<file path="src/rtl/msg_request_scheduler_pkg.sv">
// ----------------------------------------------------------------------------
// fix_pkg
// Definitions shared by the FIX session blocks:
//   - message kind codes (KIND_LOGON .. KIND_BUSINESS)
//   - scheduler state enum (IDLE, ISSUE, WAIT)
//   - kind_valid(): true for a kind code that the create-message engine builds
// ----------------------------------------------------------------------------
package fix_pkg;

   localparam logic [2:0] KIND_LOGON      = 3'd1;
   localparam logic [2:0] KIND_LOGOUT     = 3'd2;
   localparam logic [2:0] KIND_RESEND_REQ = 3'd3;
   localparam logic [2:0] KIND_TEST_REPLY = 3'd4;
   localparam logic [2:0] KIND_HEARTBEAT  = 3'd5;
   localparam logic [2:0] KIND_BUSINESS   = 3'd6;

   typedef enum logic [1:0] {
      IDLE  = 2'd0,
      ISSUE = 2'd1,
      WAIT  = 2'd2
   } sched_state_e;

   function automatic logic kind_valid(input logic [2:0] kind);
      return (kind >= KIND_LOGON) && (kind <= KIND_BUSINESS);
   endfunction

endpackage

</file>
<file path="src/rtl/msg_request_scheduler_rr_arbiter.sv">
// ----------------------------------------------------------------------------
// rr_arbiter
// Combinational round-robin arbiter. Requests are scanned starting at ptr_i,
// wrapping modulo N; the first active request wins.
// Ports:
//   req_i  in  N   request vector
//   ptr_i  in  IW  index that has the highest priority this cycle
//   gnt_o  out N   one-hot grant (all zero when no request)
//   idx_o  out IW  index of the granted request (0 when no request)
// ----------------------------------------------------------------------------
module rr_arbiter #(
   parameter int unsigned N  = 3,
   parameter int unsigned IW = (N > 1) ? $clog2(N) : 1
) (
   input  logic [N-1:0]  req_i,
   input  logic [IW-1:0] ptr_i,
   output logic [N-1:0]  gnt_o,
   output logic [IW-1:0] idx_o
);

   logic        found;
   int unsigned j;

   always_comb begin
      gnt_o = '0;
      idx_o = '0;
      found = 1'b0;
      j     = 0;
      for (int unsigned i = 0; i < N; i++) begin
         j = (32'(ptr_i) + i) % N;
         if (!found && req_i[j]) begin
            found    = 1'b1;
            gnt_o[j] = 1'b1;
            idx_o    = IW'(j);
         end
      end
   end

endmodule

</file>
<file path="src/rtl/msg_request_scheduler.sv">
// ----------------------------------------------------------------------------
// msg_request_scheduler
// Serialises create-message orders from the session manager onto the single
// create-message engine. One pending bit per (session, kind); sessions are
// picked round-robin, kinds within a session by fixed priority (lowest code
// first). One order is in flight at a time, guarded by a watchdog.
// Ports:
//   clk, rst          clock, synchronous active-high reset
//   req_valid_i       order strobe
//   req_session_i     session index of the order
//   req_kind_i        message kind (1..6)
//   req_addr_i        counterparty address for the session
//   disconnect_i      per session: flush all pending orders
//   engine_busy_i     create-message engine busy
//   engine_done_i     pulse: message built and sent
//   start_o           pulse: begin message
//   create_message_o  kind being issued
//   msg_session_o     session being issued
//   connectTo_o       address of the issued session
//   pending_o         per session: any kind pending
//   sched_busy_o      scheduler not idle
//   dropped_o         pulse: invalid order discarded
//   timeout_o         pulse: engine watchdog expired
// ----------------------------------------------------------------------------
module msg_request_scheduler
   import fix_pkg::*;
#(
   parameter int unsigned NUM_SESSION = 3,
   parameter int unsigned SID_W       = 2,
   parameter int unsigned ADDR        = 10,
   parameter int unsigned TIMEOUT     = 1024
) (
   input  logic                   clk,
   input  logic                   rst,
   input  logic                   req_valid_i,
   input  logic [SID_W-1:0]       req_session_i,
   input  logic [2:0]             req_kind_i,
   input  logic [ADDR-1:0]        req_addr_i,
   input  logic [NUM_SESSION-1:0] disconnect_i,
   input  logic                   engine_busy_i,
   input  logic                   engine_done_i,
   output logic                   start_o,
   output logic [2:0]             create_message_o,
   output logic [SID_W-1:0]       msg_session_o,
   output logic [ADDR-1:0]        connectTo_o,
   output logic [NUM_SESSION-1:0] pending_o,
   output logic                   sched_busy_o,
   output logic                   dropped_o,
   output logic                   timeout_o
);

   localparam int unsigned      WD_W     = $clog2(TIMEOUT);
   localparam logic [WD_W-1:0]  WD_LAST  = WD_W'(TIMEOUT - 1);
   localparam logic [SID_W-1:0] SID_LAST = SID_W'(NUM_SESSION - 1);

   // pend_q[s][k-1] is the pending bit of kind k for session s
   logic [5:0]       pend_q [NUM_SESSION];
   logic [5:0]       pend_d [NUM_SESSION];
   logic [ADDR-1:0]  addr_q [NUM_SESSION];
   logic [ADDR-1:0]  addr_d [NUM_SESSION];

   sched_state_e     state_q, state_d;
   logic [SID_W-1:0] rr_q, rr_d;
   logic [WD_W-1:0]  wd_q, wd_d;
   logic [2:0]       kind_q, kind_d;
   logic [SID_W-1:0] sess_q, sess_d;
   logic [ADDR-1:0]  conn_q, conn_d;
   logic             dropped_q, dropped_d;

   logic [NUM_SESSION-1:0] req_vec;
   logic [NUM_SESSION-1:0] win_gnt;
   logic [SID_W-1:0]       win_idx;
   logic                   win_valid;
   logic [5:0]             win_bits;
   logic [2:0]             win_kind;
   logic                   accept;
   logic                   timeout_c;

   always_comb begin
      for (int unsigned s = 0; s < NUM_SESSION; s++) begin
         req_vec[s] = |pend_q[s];
      end
   end

   rr_arbiter #(
      .N  (NUM_SESSION),
      .IW (SID_W)
   ) u_rr_arbiter (
      .req_i (req_vec),
      .ptr_i (rr_q),
      .gnt_o (win_gnt),
      .idx_o (win_idx)
   );

   // In-session priority: lowest kind code of the winning session
   always_comb begin
      win_bits = '0;
      win_kind = '0;
      for (int unsigned s = 0; s < NUM_SESSION; s++) begin
         if (win_gnt[s]) win_bits = pend_q[s];
      end
      for (int unsigned k = 0; k < 6; k++) begin
         if (win_bits[k] && (win_kind == 3'd0)) win_kind = 3'(k + 1);
      end
   end

   assign win_valid = |win_gnt;
   assign accept    = req_valid_i && kind_valid(req_kind_i) &&
                      (32'(req_session_i) < NUM_SESSION);

   always_comb begin
      pend_d    = pend_q;
      addr_d    = addr_q;
      state_d   = state_q;
      rr_d      = rr_q;
      wd_d      = wd_q;
      kind_d    = kind_q;
      sess_d    = sess_q;
      conn_d    = conn_q;
      dropped_d = req_valid_i && !accept;
      timeout_c = 1'b0;

      for (int unsigned s = 0; s < NUM_SESSION; s++) begin
         if (disconnect_i[s]) pend_d[s] = '0;
      end

      unique case (state_q)
         IDLE: begin
            if (win_valid && !engine_busy_i) begin
               sess_d  = win_idx;
               kind_d  = win_kind;
               rr_d    = (win_idx == SID_LAST) ? '0 : win_idx + 1'b1;
               state_d = ISSUE;
               for (int unsigned s = 0; s < NUM_SESSION; s++) begin
                  if (win_gnt[s]) begin
                     conn_d                       = addr_q[s];
                     pend_d[s][win_kind - 3'd1] = 1'b0;
                  end
               end
            end
         end
         ISSUE: begin
            wd_d    = '0;
            state_d = WAIT;
         end
         WAIT: begin
            if (engine_done_i) begin
               state_d = IDLE;
            end else if (wd_q == WD_LAST) begin
               timeout_c = 1'b1;
               state_d   = IDLE;
            end else begin
               wd_d = wd_q + 1'b1;
            end
         end
         default: state_d = IDLE;
      endcase

      // Applied last so a new order wins over a flush or grant-clear
      for (int unsigned s = 0; s < NUM_SESSION; s++) begin
         if (accept && (SID_W'(s) == req_session_i)) begin
            pend_d[s][req_kind_i - 3'd1] = 1'b1;
            addr_d[s]                    = req_addr_i;
         end
      end
   end

   always_ff @(posedge clk) begin
      if (rst) begin
         pend_q    <= '{default: '0};
         addr_q    <= '{default: '0};
         state_q   <= IDLE;
         rr_q      <= '0;
         wd_q      <= '0;
         kind_q    <= '0;
         sess_q    <= '0;
         conn_q    <= '0;
         dropped_q <= 1'b0;
      end else begin
         pend_q    <= pend_d;
         addr_q    <= addr_d;
         state_q   <= state_d;
         rr_q      <= rr_d;
         wd_q      <= wd_d;
         kind_q    <= kind_d;
         sess_q    <= sess_d;
         conn_q    <= conn_d;
         dropped_q <= dropped_d;
      end
   end

   assign pending_o        = req_vec;
   assign start_o          = (state_q == ISSUE);
   assign sched_busy_o     = (state_q != IDLE);
   assign create_message_o = kind_q;
   assign msg_session_o    = sess_q;
   assign connectTo_o      = conn_q;
   assign dropped_o        = dropped_q;
   // A reset abandons the order in flight without reporting a timeout
   assign timeout_o        = timeout_c && !rst;

endmodule

</file>
<file path="config.mk">
export PLATFORM = sky130hd
export DESIGN_NAME = msg_request_scheduler
export DESIGN_NICKNAME = d
export VERILOG_FILES = /design/src/rtl/msg_request_scheduler_pkg.sv /design/src/rtl/msg_request_scheduler_rr_arbiter.sv /design/src/rtl/msg_request_scheduler.sv
export SDC_FILE = /design/constraint.sdc
export NUM_CORES = 1
export LEC_CHECK = 0
export BUFFER_PORTS_ARGS = -buffer_cell sky130_fd_sc_hd__buf_4
export CORE_MARGIN = 1
export CORE_UTILIZATION = 50
export DETAILED_ROUTE_END_ITERATION = 12
export PLACE_DENSITY = 0.81
export SETUP_SLACK_MARGIN = 0.4
export SKIP_LAST_GASP = 1
export SLEW_MARGIN = 40
export SYNTH_ARGS = -nofsm -noshare
export SYNTH_HDL_FRONTEND = slang
export SYNTH_SLANG_ARGS = --single-unit
export TNS_END_PERCENT = 100
</file>
<file path="constraint.sdc">
create_clock -name clk -period 7.09 [get_ports clk]
set_input_delay 1.418 -clock clk [delete_from_list [all_inputs] [get_ports clk]]
set_output_delay 1.418 -clock clk [all_outputs]
set_load 0.01 [all_outputs]
</file>
==> results of run 1 <==
-- routing by layer --
layer / up-vias / wire, um / track usage, %
li1: 1951 / - / -
met1: 1888 / 4440 / 30.5
met2: 184 / 5140 / 43.7
met3: 39 / 749 / 5.91
met4: 0 / 352 / 10.8
met5: - / 0 / 0
-- registers in the layout, indices dropped and copies added (netlist names) --
signal	cells
addr_q	30
pend_q	18
connectTo_o	10
wd_q	10
create_message_o	3
msg_session_o	2
rr_q	2
state_q	2
dropped_o	1
-- kinds of logic (layout without fill, tap and decap cells) --
kind of cell / after synthesis / count (layout)
adder cells (fa/ha/maj): 10 / 10
flip-flops: 78 / 78
multiplexers: 2 / 2
AND/OR/NAND/NOR: 244 / 244
buffers and inverters: 48 / 79
XOR/XNOR: 7 / 7
AO/OA/AOI/OAI: 145 / 145
-- worst min-delay path by stage --
stage                          start  slack, ns  cells past startpoint    endpoint
after floorplan            addr_q[4]       0.44                      2   addr_q[4]
after global placement    addr_q[15]       0.44                      2  addr_q[15]
after detailed placement  addr_q[19]       0.45                      2  addr_q[19]
after CTS                 addr_q[10]       0.46                      2  addr_q[10]
after global routing      addr_q[12]       0.48                      2  addr_q[12]
final                      addr_q[0]       0.46                      2   addr_q[0]
-- power breakdown --
group          internal, W  total, W  switching, W
Clock             0.000128  0.000302      0.000174
Sequential        0.000444  0.000448    0.00000370
Combinational    0.0000411  0.000128     0.0000867
-- cells in the mapped netlist (3+ instances only) --
master	n	area (sq um)
nor2b_1	3	18.8
nor4_1	4	25.0
inv_1	12	45.0
dfxtp_1	78	1560
buf_2	3	15.0
a21o_1	6	45.0
o31a_1	4	35.0
clkbuf_1	25	93.8
a222oi_1	6	60.1
nand2b_1	6	37.5
a21oi_1	65	325
nand3_1	14	70.1
a311oi_1	12	105
nor2_1	53	199
nor3_1	15	75.1
a41oi_1	6	52.6
ha_1	9	113
a22oi_1	5	37.5
or3_1	7	43.8
nand2_1	121	454
o21ai_0	9	45.0
a311oi_2	3	45.0
xor2_1	5	43.8
-- through the flow --
step	utilization [%]	worst slack, ns	std cells	instance area, sq um
floorplan	-	3.29	534	4100
global placement	56.9	2.39	652	4470
detailed placement	57.0	2.30	652	4470
CTS	59.2	2.26	667	4650
global route	59.3	2.00	667	4650
finish	59.3	2.18	667	4650
-- critical path: cells and delay by family (launching register included) --
kind | cells | cell delay, ns
AO/OA/AOI/OAI | 5 | 1.48
adder cells (fa/ha/maj) | 2 | 0.74
buffers and inverters | 2 | 0.24
flip-flops | 1 | 0.38
AND/OR/NAND/NOR | 5 | 1.91
-- final cells by class --
class / instances / area [sq um] / area share (%)
clock inverters: 6 / 48.8 / 1.05
clock buffers: 9 / 124 / 2.66
inverters: 14 / 55.1 / 1.18
well taps: 102 / 128 / 2.74
multi-input cells: 408 / 2360 / 50.7
flip-flops and latches: 78 / 1560 / 33.6
repair buffers: 50 / 375 / 8.07
==> key figures, run 1 <==
Outcome
  • Status: complete, no violations

CTS
  • Num CTS Buffers: 9
  • Post-CTS Hold Buffers: 0
  • Max clock buf depth: 2
  • # resized after CTS: 0
  • Worst-skew pair later-pin latency: 0.36 ns
  • CTS root buf: clkbuf_8
  • Postcts setup bufs: 0
  • CTS clk-pin slew, worst paths: 0.08 ns
  • # H-tree levels: 3
  • CTS tree: built
  • Sink Count: 78

Route
  • Vias post-DR: 4,062
  • Drt pass-1 iters: 5
  • WL/cell: 16.0 um
  • Vias/cell: 6.09
  • Final Routed Wirelength: 10,700 um
  • Residual DRC: 0
  • Post-route ant nets: 0
  • DR iter-0 viols: 275

Timing
  • Endpoints failing hold: 0
  • Max_slew headroom: 43.7%
  • Max Freq: 204 MHz
  • Worst Tran Pin Value: 0.837 ns
  • Minimum clock period: 4.91 ns
  • Final setup vio count: 0
  • Final Skew: 0.00754 ns
  • Period utilization: 69.2%
  • Worst hold slack: 0.460 ns
  • Fin Setup TNS: 0 ns
  • Slew Limit Fails: 0
  • Unrepaired setup endpoints after global routing: no

Worst setup path
  • Worst Setup Path Type: reg2reg
  • R2r worst-path depth: 14
  • Reg2Reg Setup Slack: 2.18 ns
  • Crit end category: register
  • R2R Path End: pend_q[17]
  • Critical path data required time: 7.28 ns
  • Critical path cell sequence: inv_1, ha_1, nand3_1, o32a_1, nor3b_1, or3_1, a21oi_1, a21oi_1, o21ba_2, nor2_1, ha_1, inv_1, nor3_1, a311oi_1
  • Worst EP arrival: 5.10 ns
  • Worst r2r src: rr_q[0]
  • Worst Setup SP: rr_q[0]
  • Worst-path fanout max: 16
  • Worst path slowest cell: nor3_1
  • CP endpoint: pend_q[17]
  • Max incr delay on CP: 0.73 ns
  • Worst setup SP type: register

Power and ir drop
  • Overall power: 0.000877 W
  • Pleak: 1.66 nW
  • Worst vdd rail ir drop: 130 uV
  • Pwr dens: 189 mW/mm^2

Finish
  • Share of cells above drive strength 1: 15.9%
  • Fin nets: 593
  • Inserted Diodes: 0
  • Commonest non-fill, non-tap cell in the layout: nand2_1
  • Fillcell total: 733
  • Most frequent cells in the layout: nand2_1 (121), dfxtp_1 (78), a21oi_1 (64)
  • Area growth syn-to-layout: 13.3%

Placed design
  • GPL Wtd Cong: 0.897
  • Buffers added on ports: 44
  • Final HPWL DP: 7480 um

Hold path
  • HP Class: reg2reg

Logic synthesis
  • Count of cell types in the netlist: 69
  • Largest family of logic cells by synthesized area: simple AND/OR/NAND/NOR gates
  • Main synth FF type: dfxtp_1
  • Post-synthesis simple-gate area fraction: 26.7%
  • Adder-Cell Fraction of Synth Area: 2.99%
  • Avg Inst Size Synth: 7.69 sq um
  • Share of synthesized flip-flops with an asynchronous set or reset: 0%
  • Mapped Nets: 566
  • Post-synth EDFFs: 0
  • Xor/xnor share of the synthesized area: 1.49%
  • Post-synthesis sequential area ratio: 38.0%
  • Synth Warn #: 0
  • Yosys reg bits: 78
  • Post-Synthesis Cells: 534
  • Post-synthesis compound-gate area fraction: 25.2%
  • Mux contribution to synthesized area: 0.518%
  • Netlist Area Pre-Place: 0.00410 sq mm

Flow run
  • Max-capacitance violation count: 0

Global route
  • First-pass GRT wire length: 17,500 um
  • GR Util All Layers: 25.5%
  • Initial antenna violation count: 0
  • Number of global-route vias before repair: 3,760
  • Largest net degree at the start of global routing: 73
  • GRT overflow: 0

Die
  • Initial core utilization: 52.3%
  • Die H: 92.6 um
  • I/O pins: 45
  • Die footprint: 0.00857 sq mm
  • Num rows: 32
  • Core footprint: 0.00785 sq mm
  • Die W: 92.6 um
Note: power is estimated with default switching activity, not from simulation.
==> run 2, diff against run 1 <==
PLACE_DENSITY = 0.83   (was 0.81)
clock period = 3.95 ns   (was 7.09 ns; I/O delays follow)
==> key figures, run 2 (synthesis gave the netlist of run 1 again) <==
Finish
  • Largest Register: addr_q (unchanged)
  • Inserted Diodes: 0 (unchanged)
  • Commonest non-fill, non-tap cell in the layout: nand2_1 (unchanged)
  • Sequential cell area: 0.00157 sq mm (was 0.00156 sq mm)
  • Most frequent cells in the layout: nand2_1 (121), buf_4 (75), dfxtp_1 (74) (was nand2_1 (121), dfxtp_1 (78), a21oi_1 (64))
  • Fillcell total: 682 (was 733)
  • Area growth syn-to-layout: 24.9% (was 13.3%)
  • Biggest regs: addr_q x30, pend_q x18 (unchanged)
  • Fin nets: 623 (was 593)
  • Multi-input logic area: 0.00254 sq mm (was 0.00236 sq mm)
  • Share of cells above drive strength 1: 25.3% (was 15.9%)
  • Largest register FFs: 30 (unchanged)
  • Layout Utilization: 65.3% (was 59.3%)

Global route
  • GRT overflow: 0 (unchanged)
  • Number of global-route vias before repair: 3,902 (was 3,760)
  • First-pass GRT wire length: 18,100 um (was 17,500 um)
  • Largest net degree at the start of global routing: 72 (was 73)
  • GR Util All Layers: 26.9% (was 25.5%)
  • Initial antenna violation count: 0 (unchanged)

CTS
  • Worst-skew pair later-pin latency: 0.36 ns (about the same)
  • CTS root buf: clkbuf_8 (unchanged)
  • # H-tree levels: 3 (unchanged)
  • Num CTS Buffers: 9 (unchanged)
  • Sink Count: 78 (unchanged)
  • Max clock buf depth: 2 (unchanged)
  • CTS clk-pin slew, worst paths: 0.08 ns (about the same)
  • CTS tree: built (unchanged)

Timing
  • Final Skew: 0.00435 ns (was 0.00754 ns)
  • Minimum clock period: 3.62 ns (was 4.91 ns)
  • Slew Limit Fails: 0 (unchanged)
  • Endpoints failing hold: 0 (unchanged)
  • Fin Setup TNS: 0 ns (unchanged)
  • Final setup vio count: 0 (unchanged)
  • Max Freq: 276 MHz (was 204 MHz)
  • Unrepaired setup endpoints after global routing: yes (was no)
  • Worst Tran Pin Value: 0.789 ns (was 0.837 ns)
  • Max_slew headroom: 47.4% (was 43.7%)
  • Period utilization: 91.7% (was 69.2%)
  • Final worst setup slack: 0.328 ns (was 2.18 ns)

Route
  • Post-route ant nets: 0 (unchanged)
  • Residual DRC: 0 (unchanged)
  • Vias/cell: 6.10 (was 6.09)
  • Vias post-DR: 4,261 (was 4,062)
  • DR iter-0 viols: 401 (was 275)
  • WL/cell: 17.2 um (was 16.0 um)
  • Drt pass-1 iters: 6 (was 5)
  • Final Routed Wirelength: 12,000 um (was 10,700 um)

Worst setup path
  • Critical path cell sequence: nor4_4, and2_4, clkinvlp_4, o211ai_1, o31ai_2, a221o_2, a311o_1, a221oi_2, o21ba_2, nor2_1, ha_2, inv_4, nor3_4, buf_6, a311oi_2 (was inv_1, ha_1, nand3_1, o32a_1, nor3b_1, or3_1, a21oi_1, a21oi_1, o21ba_2, nor2_1, ha_1, inv_1, nor3_1, a311oi_1)
  • Crit path max-delay family: compound AO/OA/AOI/OAI gates (was simple AND/OR/NAND/NOR gates)
  • Worst Setup Path Type: reg2reg (unchanged)
  • Worst-path fanout max: 6 (was 16)
  • Buf+Inv Stages, Crit Path: 3 (was 2)
  • Max incr delay on CP: 0.45 ns (was 0.73 ns)
  • Critical path data required time: 4.16 ns (was 7.28 ns)
  • Crit end category: register (unchanged)
  • Worst EP arrival: 3.83 ns (was 5.10 ns)
  • Worst setup SP type: register (unchanged)
  • Worst path slowest cell: a221o_2 (was nor3_1)

Die
  • I/O pins: 45 (unchanged)
  • Initial core utilization: 52.3% (unchanged)
  • Core footprint: 0.00785 sq mm (unchanged)
  • Die W: 92.6 um (unchanged)
  • Num rows: 32 (unchanged)
  • Die H: 92.6 um (unchanged)
  • Die footprint: 0.00857 sq mm (unchanged)

Flow run
  • Max-capacitance violation count: 0 (unchanged)

Placed design
  • Buffers added on ports: 44 (unchanged)
  • GPL Wtd Cong: 0.931 (was 0.897)
  • Place WS: 0.126 ns (was 2.30 ns)
  • Final HPWL DP: 7780 um (was 7480 um)

Outcome
  • Status: complete, no violations (unchanged)

Hold path
  • HP Class: reg2reg (unchanged)

Power and ir drop
  • Pleak: 1.85 nW (was 1.66 nW)
  • Worst vdd rail ir drop: 268 uV (was 130 uV)
  • Pwr dens: 341 mW/mm^2 (was 189 mW/mm^2)
==> run 2: stage by stage <==
stage | total power, W | cell area, sq um | cells | hold slack [ns]
floorplan | 0.000981 | 4120 | 534 | 0.436
global placement | 0.00106 | 4590 | 666 | 0.442
detailed placement | 0.00107 | 4590 | 666 | 0.446
CTS | 0.00169 | 4870 | 685 | 0.457
global route | 0.00181 | 5130 | 698 | 0.470
finish | 0.00175 | 5130 | 698 | 0.458
==> run 2: power by group <==
part | switching (W) | total [W] | internal, W
clock | 0.000301 | 0.000630 | 0.000329
combinational | 0.000192 | 0.000316 | 0.000123
sequential | 0.00000701 | 0.000803 | 0.000796
==> run 2: tightest hold or removal path, cell delays in order (launching register included) <==
cell and delay [ns]:
dfxtp_1 0.31, nand2_1 0.05, a21oi_1 0.05
==> run 2: worst paths after layout <==
path	depth (start not counted)	slack, ns	end	start
min	2	0.46	addr_q[19]	addr_q[19]
max	15	0.33	pend_q[1]	pend_q[0]
min reg2reg	2	0.46	addr_q[19]	addr_q[19]
max reg2reg	15	0.33	pend_q[1]	pend_q[0]
==> run 2: layer usage <==
metal / vias up / routed length (um) / track usage, %
li1: 2008 / - / -
met1: 2019 / 4690 / 31.3
met2: 191 / 6120 / 46.9
met3: 43 / 784 / 5.17
met4: 0 / 387 / 13.5
met5: - / 0 / 0
==> run 2: timing repair <==
item                       4_1_cts  5_1_grt
gates resized for setup         12       38
setup endpoints to repair       18       22
pin swaps                        4        7
gates cloned                     0        1
hold buffers                     0        0
buffers inserted                 3       11
==> run 2: cell type report <==
cell class,count,area share (%)
inverters,14,1.24
multi-input cells,408,49.6
clock buffers,12,3.03
well taps,102,2.49
clock inverters,4,1.05
flip-flops and latches,78,30.6
repair buffers,80,12.0
==> run 3, diff against run 2 <==
GPL_TIMING_DRIVEN = 0   (was unset)
SETUP_SLACK_MARGIN = 0.5   (was 0.4)
==> key figures, run 3 (synthesis gave the netlist of run 1 again) <==
Global route
  • Initial antenna violation count: 0 (unchanged)
  • Layer with the highest usage: met2 (unchanged)
  • GRT overflow: 0 (unchanged)
  • Grt met3 use: 4.84% (was 5.17%)
  • Largest net degree at the start of global routing: 13 (was 72)
  • M1 GR Usage: 33.9% (was 31.3%)
  • First-pass GRT wire length: 20,300 um (was 18,100 um)
  • Met2 Usage GRT: 53.4% (was 46.9%)
  • GR Util All Layers: 30.0% (was 26.9%)
  • Number of global-route vias before repair: 4,332 (was 3,902)

Finish
  • Final instance area: 0.00540 sq mm (was 0.00513 sq mm)
  • Largest register FFs: 30 (unchanged)
  • Share of cells above drive strength 1: 27.2% (was 25.3%)
  • Most frequent cells in the layout: nand2_1 (120), buf_4 (74), dfxtp_1 (69) (was nand2_1 (121), buf_4 (75), dfxtp_1 (74))
  • Largest Register: addr_q (unchanged)
  • Inserted Diodes: 0 (unchanged)
  • Area growth syn-to-layout: 31.5% (was 24.9%)
  • Fin nets: 655 (was 623)
  • Fillcell total: 621 (was 682)
  • Commonest non-fill, non-tap cell in the layout: nand2_1 (unchanged)
  • Biggest regs: addr_q x30, pend_q x18 (unchanged)

Route
  • Final Routed Wirelength: 13,700 um (was 12,000 um)
  • WL/cell: 18.8 um (was 17.2 um)
  • Vias post-DR: 4,680 (was 4,261)
  • Vias/cell: 6.41 (was 6.10)
  • DR iter-0 viols: 375 (was 401)
  • Post-route ant nets: 0 (unchanged)
  • Drt pass-1 iters: 6 (unchanged)
  • Residual DRC: 0 (unchanged)

Worst setup path
  • Reg2Reg Setup Slack: 0.14 ns (was 0.33 ns)
  • Worst EP arrival: 4.07 ns (was 3.83 ns)
  • Critical path data required time: 4.21 ns (was 4.16 ns)
  • Crit end category: register (unchanged)
  • Worst-path fanout max: 10 (was 6)
  • Worst r2r src: pend_q[0] (unchanged)
  • Worst setup SP type: register (unchanged)
  • Worst Setup Path Type: reg2reg (unchanged)
  • R2r worst-path depth: 15 (unchanged)
  • R2R Path End: pend_q[14] (was pend_q[1])

Power and ir drop
  • Worst vdd rail ir drop: 235 uV (was 268 uV)
  • Pwr dens: 326 mW/mm^2 (was 341 mW/mm^2)
  • Pleak: 1.96 nW (was 1.85 nW)

Placed design
  • Buffers added on ports: 43 (was 44)
  • Final HPWL DP: 8160 um (was 7780 um)
  • Placed cell area: 0.00460 sq mm (was 0.00459 sq mm)
  • GPL Wtd Cong: 0.938 (was 0.931)

Timing
  • Period utilization: 96.5% (was 91.7%)
  • Fin Setup TNS: 0 ns (unchanged)
  • Max_slew headroom: 43.5% (was 47.4%)
  • Final Skew: 0.0146 ns (was 0.00435 ns)
  • Endpoints failing hold: 0 (unchanged)
  • Final setup vio count: 0 (unchanged)
  • Minimum clock period: 3.81 ns (was 3.62 ns)
  • Max Freq: 262 MHz (was 276 MHz)
  • Worst Tran Pin Value: 0.843 ns (was 0.789 ns)
  • Unrepaired setup endpoints after global routing: yes (unchanged)
  • Slew Limit Fails: 0 (unchanged)

CTS
  • CTS root buf: clkbuf_8 (unchanged)
  • Max clock buf depth: 2 (unchanged)
  • CTS tree: built (unchanged)
  • Worst-skew pair later-pin latency: 0.36 ns (about the same)
  • # H-tree levels: 3 (unchanged)
  • Post-CTS Hold Buffers: 0 (unchanged)
  • CTS clk-pin slew, worst paths: 0.08 ns (about the same)
  • Sink Count: 78 (unchanged)
  • Num CTS Buffers: 9 (unchanged)

Die
  • Num rows: 32 (unchanged)
  • I/O pins: 45 (unchanged)
  • Core footprint: 0.00785 sq mm (unchanged)
  • Die H: 92.6 um (unchanged)
  • Initial core utilization: 52.3% (unchanged)
  • Die W: 92.6 um (unchanged)
  • Die footprint: 0.00857 sq mm (unchanged)

Hold path
  • Hold Path Origin: addr_q[5] (was addr_q[19])
  • HP Class: reg2reg (unchanged)
  • Worst Hold Depth: 2 (unchanged)
  • WHS Endpoint: addr_q[5] (was addr_q[19])

Flow run
  • Max-capacitance violation count: 0 (unchanged)

Outcome
  • Status: complete, no violations (unchanged)
[run 3: cell types whose count changed in the layout (fill, tap and decap cells not counted), moves of 4 or more]
cell / previous run / this run
dfxtp_2: 3 / 7
dfxtp_1: 74 / 69
clkbuf_1: 1 / 22
buf_6: 4 / 9
a41oi_2: 0 / 6
a41oi_1: 6 / 0
[run 3: what timing repair did]
action,4_1_cts,5_1_grt
cloned,1,0
endpoints found under the setup margin,34,33
hold endpoints to repair,0,0
buffers inserted,18,16
gates resized for setup,46,31
pin swaps,29,24
[run 3: through the flow]
stage               hold WS (ns)  power, W  instances  util, %  setup slack [ns]
finish                     0.457   0.00176        730     68.8             0.137
global route               0.480   0.00181        730     68.8            0.0329
detailed placement         0.448   0.00107        679     58.6            -0.134
global placement           0.442   0.00106        679     58.5           -0.0280
CTS                        0.460   0.00168        714     65.3             0.335
floorplan                  0.436  0.000987        534        -             0.515
[run 3: layout make-up]
class,instances,area (sq um),area share [%]
Inverter,14,66.3,1.23
Timing Repair Buffer,78,613,11.4
Clock inverter,2,13.8,0.255
Multi-Input combinational cell,408,2640,48.8
Clock buffer,14,173,3.20
Sequential cell,78,1580,29.2
Tap cell,102,128,2.36
Buffer,34,190,3.52
[run 3: worst max-delay path by stage]
stage                 end  startpoint  cells after the start
6_report       pend_q[14]   pend_q[0]                     15
5_1_grt        pend_q[14]   pend_q[0]                     15
4_1_cts         pend_q[1]   pend_q[9]                     15
3_5_place_dp   pend_q[16]   pend_q[3]                     14
3_3_place_gp    pend_q[4]   pend_q[3]                     14
2_1_floorplan  pend_q[14]   pend_q[3]                     15
[run 3: worst max-delay path, stage by stage, from the launching register on]
cell       delay [ns]
dfxtp_4          0.36
nor4_4           0.33
and2_4           0.23
buf_4            0.12
o32a_1           0.20
o2bb2ai_2        0.09
a21oi_1          0.32
buf_2            0.32
nand3_1          0.28
a21oi_4          0.31
a211o_1          0.19
nand2_2          0.09
ha_4             0.21
xnor2_4          0.18
buf_6            0.16
a311oi_2         0.30
[run 3: layer usage]
layer / vias to the layer above / wire [um]
li1: 2076 / -
met1: 2211 / 4950
met2: 298 / 6800
met3: 95 / 1150
met4: 0 / 842
met5: - / 0
[run 3: power by group]
part	switching, W	internal (W)
Sequential	0.00000757	0.000796
Combinational	0.000223	0.000158
Clock	0.000291	0.000282
Total	0.000522	0.00124
